<file path="config.mk">
export PLATFORM = sky130hd
export DESIGN_NAME = imem_fetch_ctrl_flat
export DESIGN_NICKNAME = d
export VERILOG_FILES = /design/src/rtl/imem_fetch_pkg.sv /design/src/rtl/imem_fetch_ctrl_if.sv /design/src/rtl/imem_fetch_ctrl.sv /design/src/flat_wrapper.sv
export SDC_FILE = /design/constraint.sdc
export NUM_CORES = 1
export LEC_CHECK = 0
export ABC_AREA = 1
export ABC_CLOCK_PERIOD_IN_PS = 4000
export CORE_ASPECT_RATIO = 1.2
export CORE_MARGIN = 5
export CORE_UTILIZATION = 40
export CTS_CLUSTER_SIZE = 40
export DETAILED_ROUTE_END_ITERATION = 16
export GPL_TIMING_DRIVEN = 0
export PLACE_DENSITY = 0.67
export SYNTH_ARGS = -nofsm -noshare
export SYNTH_HDL_FRONTEND = slang
export SYNTH_SLANG_ARGS = --single-unit
</file>
<file path="constraint.sdc">
create_clock -name clk -period 4 [get_ports clk]
set_clock_uncertainty 0.15 [all_clocks]
set_input_delay 0.8 -clock clk [delete_from_list [all_inputs] [get_ports clk]]
set_output_delay 0.8 -clock clk [all_outputs]
set_load 0.1 [all_outputs]
</file>
<file path="src/rtl/imem_fetch_pkg.sv">
// Shared types and constants for the instruction-fetch controller.
package imem_fetch_pkg;

    typedef enum logic [2:0] {
        S_RESET = 3'd0,
        S_ADDR  = 3'd1,
        S_DATA  = 3'd2,
        S_HOLD  = 3'd3,
        S_ERR   = 3'd4
    } state_e;

    localparam logic [1:0]  RESP_OKAY    = 2'b00;
    localparam logic [2:0]  ARPROT_INSTR = 3'b100;
    localparam int unsigned PC_INCR      = 4;

endpackage

</file>
<file path="src/rtl/imem_fetch_ctrl_if.sv">
// AXI4-Lite read-only channel between the fetch controller and instruction memory.
interface imem_fetch_ctrl_if #(
    parameter int unsigned XLEN      = 32,
    parameter int unsigned IMADDRLEN = 32
);
    logic                 im_arvalid;
    logic                 im_arready;
    logic [IMADDRLEN-1:0] im_araddr;
    logic [2:0]           im_arprot;
    logic                 im_rvalid;
    logic                 im_rready;
    logic [XLEN-1:0]      im_rdata;
    logic [1:0]           im_rresp;

    modport master (
        output im_arvalid, im_araddr, im_arprot, im_rready,
        input  im_arready, im_rvalid, im_rdata, im_rresp
    );

    modport slave (
        input  im_arvalid, im_araddr, im_arprot, im_rready,
        output im_arready, im_rvalid, im_rdata, im_rresp
    );
endinterface

</file>
<file path="src/rtl/imem_fetch_ctrl.sv">
// Instruction fetch sequencer: one outstanding AXI4-Lite read, valid/ready to decode,
// redirects squash an in-flight fetch, read errors and misaligned targets are terminal.
module imem_fetch_ctrl
    import imem_fetch_pkg::*;
#(
    parameter int unsigned    XLEN      = 32,
    parameter int unsigned    IMADDRLEN = 32,
    parameter logic [XLEN-1:0] RESET_PC = '0
) (
    input  logic            clk,
    input  logic            rst,
    imem_fetch_ctrl_if.master im,
    output logic            o_instr_valid,
    input  logic            i_instr_ready,
    output logic [XLEN-1:0] o_instr_data,
    output logic [XLEN-1:0] o_instr_pc,
    input  logic            i_redirect_valid,
    input  logic [XLEN-1:0] i_redirect_pc,
    output logic            o_fetch_err,
    output state_e          o_state
);

    state_e          state;
    logic [XLEN-1:0] pc;
    logic [XLEN-1:0] pend_pc;
    logic            squash;
    logic            arvalid;
    logic            rready;
    logic            redir_bad;
    logic            r_err;
    logic            enter_err;

    assign im.im_arvalid = arvalid;
    assign im.im_araddr  = pc[IMADDRLEN-1:0];
    assign im.im_arprot  = ARPROT_INSTR;
    assign im.im_rready  = rready;
    assign o_state       = state;

    // Error sources; an R error outranks any redirect seen in the same cycle.
    assign redir_bad = i_redirect_valid && (i_redirect_pc[1:0] != 2'b00);
    assign r_err     = im.im_rvalid && (im.im_rresp != RESP_OKAY);
    assign enter_err = (state != S_ERR) && (((state == S_DATA) && r_err) || redir_bad);

    always_ff @(posedge clk) begin
        if (rst) begin
            state         <= S_RESET;
            pc            <= RESET_PC;
            pend_pc       <= RESET_PC;
            squash        <= 1'b0;
            arvalid       <= 1'b0;
            rready        <= 1'b0;
            o_instr_valid <= 1'b0;
            o_instr_data  <= '0;
            o_instr_pc    <= RESET_PC;
            o_fetch_err   <= 1'b0;
        end else if (enter_err) begin
            state         <= S_ERR;
            o_fetch_err   <= 1'b1;
            arvalid       <= 1'b0;
            rready        <= 1'b0;
            o_instr_valid <= 1'b0;
        end else begin
            case (state)
                S_RESET: begin
                    if (i_redirect_valid) pc <= i_redirect_pc;
                    arvalid <= 1'b1;
                    state   <= S_ADDR;
                end
                S_ADDR: begin
                    // The AR cannot be withdrawn, so a redirect only marks its response for discard.
                    if (i_redirect_valid) begin
                        pend_pc <= i_redirect_pc;
                        squash  <= 1'b1;
                    end
                    if (im.im_arready) begin
                        arvalid <= 1'b0;
                        rready  <= 1'b1;
                        state   <= S_DATA;
                    end
                end
                S_DATA: begin
                    if (im.im_rvalid) begin
                        rready <= 1'b0;
                        if (squash || i_redirect_valid) begin
                            pc      <= i_redirect_valid ? i_redirect_pc : pend_pc;
                            squash  <= 1'b0;
                            arvalid <= 1'b1;
                            state   <= S_ADDR;
                        end else begin
                            o_instr_data  <= im.im_rdata;
                            o_instr_pc    <= pc;
                            o_instr_valid <= 1'b1;
                            state         <= S_HOLD;
                        end
                    end else if (i_redirect_valid) begin
                        pend_pc <= i_redirect_pc;
                        squash  <= 1'b1;
                    end
                end
                S_HOLD: begin
                    if (i_redirect_valid) begin
                        pc            <= i_redirect_pc;
                        o_instr_valid <= 1'b0;
                        arvalid       <= 1'b1;
                        state         <= S_ADDR;
                    end else if (i_instr_ready) begin
                        pc            <= pc + XLEN'(PC_INCR);
                        o_instr_valid <= 1'b0;
                        arvalid       <= 1'b1;
                        state         <= S_ADDR;
                    end
                end
                S_ERR: begin
                end
                default: state <= S_RESET;
            endcase
        end
    end

endmodule

</file>
<file path="src/flat_wrapper.sv">
// flat-port wrapper written by rule: the top's interface ports become plain ports
module imem_fetch_ctrl_flat import imem_fetch_pkg::*;
#(
    parameter int unsigned    XLEN      = 32,
    parameter int unsigned    IMADDRLEN = 32,
    parameter logic [XLEN-1:0] RESET_PC = '0
)
  (clk, rst, o_instr_valid, i_instr_ready, o_instr_data, o_instr_pc, i_redirect_valid, i_redirect_pc, o_fetch_err, o_state, im_im_arvalid, im_im_araddr, im_im_arprot, im_im_rready, im_im_arready, im_im_rvalid, im_im_rdata, im_im_rresp);
  imem_fetch_ctrl_if #(.XLEN(XLEN), .IMADDRLEN(IMADDRLEN)) im_i ();
  input  logic clk;
  input  logic rst;
  output logic o_instr_valid;
  input  logic i_instr_ready;
  output logic [XLEN-1:0] o_instr_data;
  output logic [XLEN-1:0] o_instr_pc;
  input  logic i_redirect_valid;
  input  logic [XLEN-1:0] i_redirect_pc;
  output logic o_fetch_err;
  output state_e o_state;
  output wire logic [$bits(im_i.im_arvalid)-1:0] im_im_arvalid;
  output wire logic [$bits(im_i.im_araddr)-1:0] im_im_araddr;
  output wire logic [$bits(im_i.im_arprot)-1:0] im_im_arprot;
  output wire logic [$bits(im_i.im_rready)-1:0] im_im_rready;
  input wire logic [$bits(im_i.im_arready)-1:0] im_im_arready;
  input wire logic [$bits(im_i.im_rvalid)-1:0] im_im_rvalid;
  input wire logic [$bits(im_i.im_rdata)-1:0] im_im_rdata;
  input wire logic [$bits(im_i.im_rresp)-1:0] im_im_rresp;
  assign im_im_arvalid = im_i.im_arvalid;
  assign im_im_araddr = im_i.im_araddr;
  assign im_im_arprot = im_i.im_arprot;
  assign im_im_rready = im_i.im_rready;
  assign im_i.im_arready = im_im_arready;
  assign im_i.im_rvalid = im_im_rvalid;
  assign im_i.im_rdata = im_im_rdata;
  assign im_i.im_rresp = im_im_rresp;
  imem_fetch_ctrl #(.XLEN(XLEN), .IMADDRLEN(IMADDRLEN), .RESET_PC(RESET_PC)) u_core (.clk(clk), .rst(rst), .im(im_i), .o_instr_valid(o_instr_valid), .i_instr_ready(i_instr_ready), .o_instr_data(o_instr_data), .o_instr_pc(o_instr_pc), .i_redirect_valid(i_redirect_valid), .i_redirect_pc(i_redirect_pc), .o_fetch_err(o_fetch_err), .o_state(o_state));
endmodule
</file>
## Word level (Yosys, flattened, before mapping)

Cells that the tools add are included.

- Memory bits (read-only): 0
- RAM bits: 0
- Bits in latches: 0
- Input bits: 72
- Output and inout bits: 106
- Register bits: 136
- Memories kept: 0
- Logic and storage cells: 89

- Shift operators: 0
- Bitwise operators: 3
- $mul: 0
- Muxes and demuxes: 34
- Magnitude comparators: 0
- Equal/unequal tests: 17
- Add/sub/neg operators: 1
- Divide/modulo/power cells: 0
- Reduce and logical (&&, ||, !) cells: 23

Operators by type and width:

| cell | number |
|---|---|
| 32-bit two-way mux | 7 |
| 32-bit case mux with 3 select lines | 1 |
| 32-bit case mux with 2 select lines | 1 |
| 32-bit by 3-bit adder with 32-bit output, second input constant | 1 |
| 4-bit AND reduction | 4 |
| 3-bit two-way mux | 5 |
| 3-bit case mux with 5 select lines | 1 |
| 1-bit two-way mux | 14 |
| 2-bit != test, second input constant | 6 |
| 3-bit != test, second input constant | 3 |
| 3-bit AND reduction | 3 |
| 2-bit nonzero test | 4 |
| 3-bit by 2-bit == test with 1-bit output, second input constant | 2 |
| 3-bit by 2-bit != test with 1-bit output, second input constant | 2 |
| 1-bit case mux with 2 select lines | 3 |
| 6-bit AND reduction | 1 |
| 5-bit AND reduction | 1 |
| 1-bit logical AND | 4 |
| 4-bit by 3-bit != test with 1-bit output, second input constant | 1 |
| 1-bit case mux with 4 select lines | 1 |
| 4-bit nonzero test | 1 |
| 3-bit by 1-bit == test with 1-bit output, second input constant | 1 |
| 3-bit == test, second input constant | 1 |
| 3-bit zero test | 1 |
| other kinds (6) | 9 |

## Depth between registers and ports, before layout

- Depth in word-level cells: 7
- Depth in mapped cells: 12
- Depth with buffers taken out: 12

## Worst setup path before layout

OpenSTA, ideal clock, no wires.

- Path kind: reg-to-reg
- From: register u_core.state[1] (netlist: u_core.o_state[1])
- To: register u_core.o_instr_pc[14]
- Arrival time: 2.275 ns
- Path buffers: 2
- Setup time: 0.132 ns
- Slack: 1.443 ns
- Clock period less this slack: 2.557 ns
- Stages on the path, launching flop included: 10
- Required time: 3.718 ns
- Path through: dfxtp_1 nand2_2 nor2_4 nand2_4 o21ai_4 nand2_4 buf_4 buf_2 nand3_1 a21oi_1

- Cells in the longest elaborated chain, start to end: 6
- Elaborated cells on any way between the ends: 7
- Classes of those cells: 2 x eq/ne; 1 x bitwise; 4 x reduce/logical

Ends and longest elaborated chain:

| item | line | source |
|---|---|---|
| start, declared | imem_fetch_ctrl.sv:23 | `state_e state;` |
| start signal, assigned | imem_fetch_ctrl.sv:46 | `state <= S_RESET;` |
| start signal, assigned | imem_fetch_ctrl.sv:57 | `state <= S_ERR;` |
| start signal, assigned | imem_fetch_ctrl.sv:67 | `state <= S_ADDR;` |
| 3-bit by 2-bit == test with 1-bit output | imem_fetch_ctrl.sv:42, imem_fetch_ctrl.sv:63 |  |
| 1-bit logical AND | imem_fetch_ctrl.sv:42 | `assign enter_err = (state != S_ERR) && (((state == S_DATA) && r_err) \|\| redir_bad);` |
| 1-bit logical OR | imem_fetch_ctrl.sv:42 |  |
| 1-bit logical AND | imem_fetch_ctrl.sv:42 |  |
| 1-bit NOT (no line) | -- |  |
| 4-bit AND reduction (no line) * | -- |  |
| end signal, assigned | imem_fetch_ctrl.sv:91 | `o_instr_pc <= pc;` |
| end, declared | imem_fetch_ctrl.sv:16 | `output logic [XLEN-1:0] o_instr_pc,` |

Every way passes the cells marked *; elsewhere a longest branch is shown, timed or not.
A chain may end at the register's enable or synchronous reset.

## Worst setup path after layout

- From: register u_core.pc[21] (netlist: u_core.im.im_araddr[21])
- To: output im_im_araddr[21]

RTL lines:

| item | line | source |
|---|---|---|
| start, declared | imem_fetch_ctrl.sv:24 | `logic [XLEN-1:0] pc;` |
| start signal, assigned | imem_fetch_ctrl.sv:65 | `if (i_redirect_valid) pc <= i_redirect_pc;` |
| start signal, assigned | imem_fetch_ctrl.sv:85 | `pc <= i_redirect_valid ? i_redirect_pc : pend_pc;` |
| start signal, assigned | imem_fetch_ctrl.sv:102 | `pc <= i_redirect_pc;` |
| end, declared | flat_wrapper.sv:21 | `output wire logic [$bits(im_i.im_araddr)-1:0] im_im_araddr;` |

No word-level cell between the ends.

==> out/results.txt <==
DR vias/cell - 5.30
Ys Warns - 0
register area share after synthesis - 0.393
Initial Util - 0.408
Synth top area share - 0.393
max_cap viols - 0
die height - 154 um
via count - 7833
hold_sp - u_core.pend_pc[22]
gate family responsible for the most delay along the worst path - buffers and inverters
global placement routability congestion - 0.923
endpoints failing hold - 0
final core utilization - 0.562
register bit total from synthesis - 136
clock sinks - 136
largest net degree at the start of global routing - 17
unrepaired setup endpoints after global routing - false
CTS root buffer - clkbuf_16
Worst EP required - 3.05 ns
total negative slack - 0 ns
antenna cell count - 0
Slowest-stage cell, CP - clkdlybuf4s50_1
Total Wirelength - 25000 um
first-pass iteration count of the detailed router - 5
Lkg Pwr - 3.52 nW
critical path, cell by cell - clkdlybuf4s50_1
Worst-path clk slew - 0.06 ns
vias in the first global route - 7431
first-pass GRT wire length - 39000 um
PortBufs - 173
reg2reg start - u_core.im.im_araddr[3]
Peak Freq - 315 MHz
number of distinct library cells after synthesis - 33
Slew Limit Fails - 0
CP peak stage delay - 1.22 ns
Skew-Pair Late Insertion Delay - 0.42 ns
grt ovf - 0
remaining antenna violation count after routing - 0
postcts setup bufs - 0
PostCTS Resize Cnt - 0
CTS buffer count - 17
DP HPWL - 19100 um
commonest non-fill, non-tap cell in the layout - nand2_1
final setup vio count - 0
Rows - 52
Setup crit start kind - flop
# hold bufs at CTS - 0
most frequent cells in the layout - nand2_1 (297), clkdlybuf4s50_1 (173), dfxtp_1 (136)
Core ar. - 17000 um2
post-place instance area - 8940 um2
DIE AREA - 20100 um2
chip width - 130 um
synthesis-to-finish area growth - 37.6%
Worst slew margin - 0.301
Mapped Cells - 1056
num ports - 178
Setup crit start - u_core.im.im_araddr[21]
Mean Syn Cell Area - 6.57 um2
antenna violations before repair - 0
Min-Delay Path Class - reg2reg
Design Area, Final - 9550 um2
Worst EP arrival - 2.23 ns
proportion of layout cells with a drive suffix above 1 - 0.0586
Period Utilization, post-route - 0.794
H-tree Lvls - 4
Max Root-Sink Buffers - 2
Synth area leaders - dfxtp_1 (39%), nand2_1 (16%), a21oi_1 (9.7%), nand3_1 (6.4%), o21ai_0 (5.8%)
Initial DRC Count - 706
WL/cell - 16.9 um
crit path buf inv count - 1
Max VDD drop - 309 uV
minimum clock period - 3.18 ns
crit end category - output pin
Global Route Usage Sum - 0.245
remaining routing DRC violations - 0
Synth Cell Area - 6940 um2
pwr dens - 452 nW/um2
CTS tree - yes
Final Net Count - 1322
area leader, netlist - dfxtp_1
CP Class - reg2out
run status - complete, no violations
Worst Tran Pin Value - 1.05 ns
Max FO, Critical Path - 7
==> synthesized netlist by cell type <==
| cell | number |
|---|---|
| nand2_1 | 297 |
| dfxtp_1 | 136 |
| a21oi_1 | 134 |
| nor2_1 | 96 |
| nand3_1 | 88 |
| o21ai_0 | 81 |
| inv_1 | 77 |
| clkbuf_1 | 29 |
| o21ai_1 | 25 |
| a22o_1 | 23 |
| buf_2 | 23 |
| buf_1 | 7 |
| buf_4 | 5 |
| nand2_4 | 4 |
| xor2_1 | 4 |
| buf_6 | 3 |
| nor2_4 | 3 |
| a22oi_1 | 2 |
| a32oi_1 | 2 |
| conb_1 | 2 |
| inv_2 | 2 |
| nand2_2 | 2 |
| a21boi_0 | 1 |
| a221oi_1 | 1 |
| and2_1 | 1 |
| ha_1 | 1 |
| nand3_4 | 1 |
| nor3b_1 | 1 |
| o2111ai_1 | 1 |
| o21a_1 | 1 |
| o21ai_4 | 1 |
| o311ai_0 | 1 |
| xnor2_1 | 1 |
==> through the flow <==
stage | hold WS, ns | setup WS (ns) | total power (W) | instances
finish | 0.300 | 0.823 | 0.00432 | 1478
global placement | 0.283 | 0.784 | 0.00270 | 1446
detailed placement | 0.291 | 0.813 | 0.00271 | 1446
floorplan | 0.274 | 1.44 | 0.00234 | 1057
CTS | 0.300 | 0.819 | 0.00433 | 1478
global route | 0.309 | 0.796 | 0.00448 | 1478
==> layout make-up <==
class | count | area, um2
buffer | 67 | 322
clock buffer | 19 | 433
clock inverter | 13 | 171
fill | 1709 | 7440
inverter | 79 | 297
multi-input combinational | 775 | 3600
sequential | 136 | 2720
tap | 216 | 270
timing repair buffer | 173 | 1730
==> path summary, 6_finish.rpt <==
check                       endpoint  depth (start not counted)  slack [ns]
max                 im_im_araddr[21]                          1        0.82
min               u_core.pend_pc[22]                          2        0.30
max reg2reg  u_core.im.im_araddr[28]                         11        1.54
min reg2reg       u_core.pend_pc[22]                          2        0.30
==> power by group <==
group          switching (W)  leakage [nW]  internal (W)
Combinational       0.000789          2.14      0.000313
Clock               0.000639         0.277      0.000987
Sequential          0.000140          1.11       0.00145
Total                0.00157          3.52       0.00275
==> cells by family (layout without fill, tap and decap cells) <==
| group | count (synthesis) | count (layout) | share of synthesized area |
|---|---|---|---|
| DFF | 136 | 136 | 0.393 |
| other | 2 | 3 | 0.00108 |
| AOI/OAI and AO/OA | 273 | 273 | 0.215 |
| adders and majority gates | 1 | 1 | 0.00180 |
| and+or+nand+nor | 493 | 493 | 0.294 |
| xor gates and xnor gates | 5 | 5 | 0.00631 |
| buffers and inverters | 146 | 351 | 0.0891 |
==> registers in the layout, indices dropped and copies added (netlist names) <==
| name | cells |
|---|---|
| u_core.im.im_araddr | 32 |
| u_core.im.im_arvalid | 1 |
| u_core.im.im_rready | 1 |
| u_core.o_fetch_err | 1 |
| u_core.o_instr_data | 32 |
| u_core.o_instr_pc | 32 |
| u_core.o_instr_valid | 1 |
| u_core.o_state | 3 |
| u_core.pend_pc | 32 |
| u_core.squash | 1 |
==> per-layer routing <==
layer | vias up | GRT usage | routed length (um)
li1 | 3849 | - | -
met1 | 3577 | 0.310 | 10300
met2 | 351 | 0.400 | 11800
met5 | - | 0 | 0
met3 | 56 | 0.0528 | 2060
met4 | 0 | 0.101 | 854
Power figures use the tool's default switching activity.
